`config.mk`:
```
export PLATFORM = sky130hd
export DESIGN_NAME = merge_out_packer
export DESIGN_NICKNAME = d
export VERILOG_FILES = /design/src/rtl/merge_out_packer.sv
export SDC_FILE = /design/constraint.sdc
export NUM_CORES = 1
export LEC_CHECK = 0
export ABC_AREA = 1
export CAP_MARGIN = 40
export CORE_AREA = 3 3 633 635
export DETAILED_ROUTE_END_ITERATION = 10
export DIE_AREA = 0 0 636 638
export MAX_ROUTING_LAYER = met4
export PLACE_DENSITY_LB_ADDON = 0.25
export SYNTH_ARGS = -nofsm -noshare
export SYNTH_HDL_FRONTEND = slang
export SYNTH_SLANG_ARGS = --single-unit
```
`constraint.sdc`:
```
create_clock -name i_clk -period 83.6 [get_ports i_clk]
set_input_delay 8.36 -clock i_clk [delete_from_list [all_inputs] [get_ports i_clk]]
set_output_delay 8.36 -clock i_clk [all_outputs]
set_load 0.1 [all_outputs]
```
`src/rtl/merge_out_packer.sv`:
```
// 8-record to 4-record output packer behind the merger, 2-entry beat FIFO.
// Optional statistics counters are built only with OUT_PACKER_STATS_EN.
module merge_out_packer #(
  parameter int DATA_WIDTH = 128
) (
  input  logic                    i_clk,
  input  logic                    i_rst_n,
  input  logic [8*DATA_WIDTH-1:0] i_data,
  input  logic                    i_write,
  output logic                    o_ready,
  output logic [4*DATA_WIDTH-1:0] o_data,
  output logic                    o_valid,
  input  logic                    i_ready,
  output logic                    o_run_done,
  output logic                    o_overflow,
  output logic [31:0]             o_rec_count,
  output logic [31:0]             o_stall_count
);

  localparam int BW = 8 * DATA_WIDTH;
  localparam int HW = 4 * DATA_WIDTH;

  logic [BW-1:0] mem_q [2];
  logic          wr_ptr_q, wr_ptr_d;
  logic          rd_ptr_q, rd_ptr_d;
  logic [1:0]    cnt_q, cnt_d;
  logic          half_q, half_d;
  logic          done_q, done_d;
  logic          ovf_q, ovf_d;

  logic [BW-1:0] head;
  logic          xfer;
  logic          pop;
  logic          push;
  logic [3:0]    nz;
  logic          term;

  assign head       = mem_q[rd_ptr_q];
  assign o_data     = half_q ? head[BW-1:HW] : head[HW-1:0];
  assign o_valid    = (cnt_q != 2'd0);
  assign xfer       = o_valid & i_ready;
  assign pop        = xfer & half_q;
  assign o_ready    = (cnt_q != 2'd2) | pop;
  assign push       = i_write & o_ready;
  assign o_run_done = done_q;
  assign o_overflow = ovf_q;

  // Flag which of the four presented records are non-terminal.
  always_comb begin
    nz = '0;
    for (int k = 0; k < 4; k++) begin
      nz[k] = |o_data[k*DATA_WIDTH +: DATA_WIDTH];
    end
  end

  assign term = ~&nz;

  // Next-state for FIFO pointers, occupancy, half pointer and flags.
  always_comb begin
    wr_ptr_d = wr_ptr_q;
    rd_ptr_d = rd_ptr_q;
    cnt_d    = cnt_q;
    half_d   = half_q;
    done_d   = xfer & term;
    ovf_d    = ovf_q | (i_write & ~o_ready);
    if (push) wr_ptr_d = ~wr_ptr_q;
    if (pop)  rd_ptr_d = ~rd_ptr_q;
    if (xfer) half_d = ~half_q;
    unique case ({push, pop})
      2'b10:   cnt_d = cnt_q + 2'd1;
      2'b01:   cnt_d = cnt_q - 2'd1;
      default: cnt_d = cnt_q;
    endcase
  end

  // Control state register; buffered data is dropped on reset.
  always_ff @(posedge i_clk or negedge i_rst_n) begin
    if (!i_rst_n) begin
      wr_ptr_q <= 1'b0;
      rd_ptr_q <= 1'b0;
      cnt_q    <= 2'd0;
      half_q   <= 1'b0;
      done_q   <= 1'b0;
      ovf_q    <= 1'b0;
    end else begin
      wr_ptr_q <= wr_ptr_d;
      rd_ptr_q <= rd_ptr_d;
      cnt_q    <= cnt_d;
      half_q   <= half_d;
      done_q   <= done_d;
      ovf_q    <= ovf_d;
    end
  end

  // Beat storage; contents are only meaningful while counted valid.
  always_ff @(posedge i_clk) begin
    if (push) mem_q[wr_ptr_q] <= i_data;
  end

`ifdef OUT_PACKER_STATS_EN
  logic [31:0] rec_q, rec_d;
  logic [31:0] stall_q, stall_d;
  logic [2:0]  n_nt;
  logic [32:0] rec_sum;

  // Saturating record and stall counters; a terminal transfer restarts the run.
  always_comb begin
    n_nt = 3'd0;
    for (int k = 0; k < 4; k++) begin
      n_nt = n_nt + {2'b00, nz[k]};
    end
    rec_sum = {1'b0, rec_q} + {30'd0, n_nt};
    rec_d   = rec_q;
    stall_d = stall_q;
    if (xfer) begin
      if (term)             rec_d = '0;
      else if (rec_sum[32]) rec_d = '1;
      else                  rec_d = rec_sum[31:0];
    end
    if (o_valid && !i_ready && !(&stall_q)) begin
      stall_d = stall_q + 32'd1;
    end
  end

  // Counter registers.
  always_ff @(posedge i_clk or negedge i_rst_n) begin
    if (!i_rst_n) begin
      rec_q   <= '0;
      stall_q <= '0;
    end else begin
      rec_q   <= rec_d;
      stall_q <= stall_d;
    end
  end

  assign o_rec_count   = rec_q;
  assign o_stall_count = stall_q;
`else
  assign o_rec_count   = '0;
  assign o_stall_count = '0;
`endif

endmodule
```
==> impl_metrics.env <==
export IMPL_mostFrequentLayoutCells="nand2_1, edfxtp_1, clkdlybuf4s50_1"
export IMPL_syn_area_um2=82300
export IMPL_path_cells="clkdlybuf4s50_1 > nand2_1 > o211ai_1 > clkdlybuf4s50_1 > buf_8"
export IMPL_dieArea_um2=406000
export IMPL_antenna_found_initial=223
export IMPL_yosys_warnings=0
export IMPL_slowest_delay_ns=0.63
export IMPL_maxSlewHeadroom=0.254
export IMPL_cts_resized=0
export IMPL_muxShareOfSynthArea=0
export IMPL_crit_top_cell="clkdlybuf4s50_1"
export IMPL_drc=0
export IMPL_nets=10100
export IMPL_crit_start="i_ready"
export IMPL_ys_types=20
export IMPL_ios=1608
export IMPL_cts_root_buf="clkbuf_16"
export IMPL_clk_pin_slew_worst_paths_ns=0.06
export IMPL_antenna_left=0
export IMPL_worst_path_dominant_cell_family="buffers and inverters"
export IMPL_die_h_um=638
export IMPL_via_count=60900
export IMPL_synth_compound_area_share=0.000426
export IMPL_hold_viol=0
export IMPL_overflow=0
export IMPL_core_area_um2=396000
export IMPL_synth_fa_ha_area_frac=0.000152
export IMPL_setup_worst_path_end_class="output port"
export IMPL_worstPathRequired_ns=75.24
export IMPL_syn_area_per_cell_um2=11.6
export IMPL_wirelength_um=386000
export IMPL_clkLatencyLatePin_ns=0.90
export IMPL_drive_above_1_share=0.104
export IMPL_drv_cap=0
export IMPL_worstMarginPinSlew_ns=1.12
export IMPL_outcome="completed"
export IMPL_viasPerCell=4.14
export IMPL_synth_simple_gate_area_share=0.203
export IMPL_setup_viol=0
export IMPL_wl_per_cell_um=26.3
export IMPL_path_class="in2out"
export IMPL_cts_max_path_buffers=4
export IMPL_final_common_cell="nand2_1"
export IMPL_drtIter0Drc=4996
export IMPL_min_from="o_overflow"
export IMPL_grt_max_degree=148
export IMPL_rsz0062_at_grt="false"
export IMPL_fin_crit_sh=0.225
export IMPL_synth_seq_area_share=0.749
export IMPL_cp_slowest_cell="clkdlybuf4s50_1"
export IMPL_numCtsBuffers=241
export IMPL_htreeDepth=4
export IMPL_grt_pass1_vias=59800
export IMPL_fillers=39600
export IMPL_hold_buffers=0
export IMPL_synth_ff_latch_count=2055
export IMPL_track_usage=0.189
export IMPL_synth_cells=7092
export IMPL_fp_row_count=231
export IMPL_synth_top_family_by_area="simple AND/OR/NAND/NOR gates"
export IMPL_r2r_start="half_q"
export IMPL_cp_num_buf_inv=3
export IMPL_cts_setup_buffers=0
export IMPL_cts_tree="done"
export IMPL_finalClockSkew_ns=0.0902
export IMPL_tns_ns=0
export IMPL_dp_hpwl_um=297000
export IMPL_synth_xor_xnor_area_share=0.000319
export IMPL_gp_congestion=0.900
export IMPL_cp_max_fo=4
export IMPL_grt_pass1_wl_um=513000
export IMPL_dr_pass1_iters=6
export IMPL_hold_class="reg2reg"
export IMPL_regArea_um2=61700
export IMPL_initial_core_util=0.208
export IMPL_max_freq_ghz=0.0531
export IMPL_die_x_um=636
export IMPL_cts_sinks=2055
export IMPL_slew_violations=0
export IMPL_syn2layout_area_growth_pct=47.5
export IMPL_period_needed_ns=18.82
export IMPL_multi_input_area_um2=17000
export IMPL_crit_arrival_ns=10.46
export IMPL_start_kind="primary input"
export IMPL_port_buffers=1543
through the flow:
stage	utilization	std cells	cell area, µm²	setup slack, ns	hold slack, ns
after floorplan	-	7155	82600	28.24	0.482
after global routing	0.307	14700	121000	64.73	0.510
after detailed placement	0.286	14100	113000	64.75	0.467
final	0.307	14700	121000	64.78	0.480
after global placement	0.261	13600	103000	64.29	0.477
after CTS	0.306	14500	121000	64.74	0.484
metal layers:
metal,vias up,share of wire,global-route usage
li1,28000,-,-
met1,29800,0.38,0.211
met2,2362,0.51,0.319
met3,687,0.060,0.0375
met4,0,0.055,0.0995
met5,-,0,-
synth_stat cells:
master / count / share of area
nand2_1: 2905 / 0.13
edfxtp_1: 2048 / 0.75
nand3_1: 1024 / 0.062
inv_1: 516 / 0.024
nor2_1: 175 / 0.0080
clkbuf_1: 164 / 0.0075
buf_2: 125 / 0.0076
buf_4: 66 / 0.0060
buf_1: 46 / 0.0021
dfrtp_1: 7 / 0.0021
a21oi_1: 3 / 0.00018
buf_6: 3 / 0.00041
inv_2: 2 / 0.000091
xor2_1: 2 / 0.00021
conb_1: 1 / 0.000046
ha_1: 1 / 0.00015
o211ai_1: 1 / 0.000091
o21ai_0: 1 / 0.000061
o21bai_1: 1 / 0.000091
xnor2_1: 1 / 0.00011
flip-flops by register name, indices dropped and copies added (netlist names):
signal,flops
cnt_q,2
half_q,1
mem_q,2048
o_overflow,1
o_run_done,1
rd_ptr_q,1
wr_ptr_q,1
final cells by class:
type,count,area share
Clock buffer,282,0.0509
Multi-Input combinational cell,4178,0.140
Antenna cell,153,0.00315
Tap cell,5242,0.0540
Clock inverter,152,0.0126
Timing Repair Buffer,2119,0.215
Sequential cell,2055,0.508
Inverter,518,0.0161
worst reg2reg max path, delay by kind of cell, from the launching register on:
family | cells | cell delay (ns)
buffers and inverters | 10 | 5.10
AND/OR/NAND/NOR | 2 | 0.90
flip-flops | 1 | 0.79
AO/OA/AOI/OAI | 1 | 0.55
final timing paths:
path	end	slack, ns	cells past startpoint
max	o_ready	64.78	5
min	o_overflow	0.48	1
max reg2reg	mem_q[1][245]	75.78	13
min reg2reg	o_overflow	0.48	1
max in group asynchronous	half_q	75.55	1
min in group asynchronous	wr_ptr_q	7.75	1
cells by family after synthesis:
group / count (synthesis)
flops: 2055
simple gates: 4104
xor+xnor: 3
compound gates: 6
fa+ha+maj: 1
other cells: 1
buf+inv: 922
Power is not shown: default switching activity piles up to over one toggle a cycle in this logic, so the estimate is an artifact.
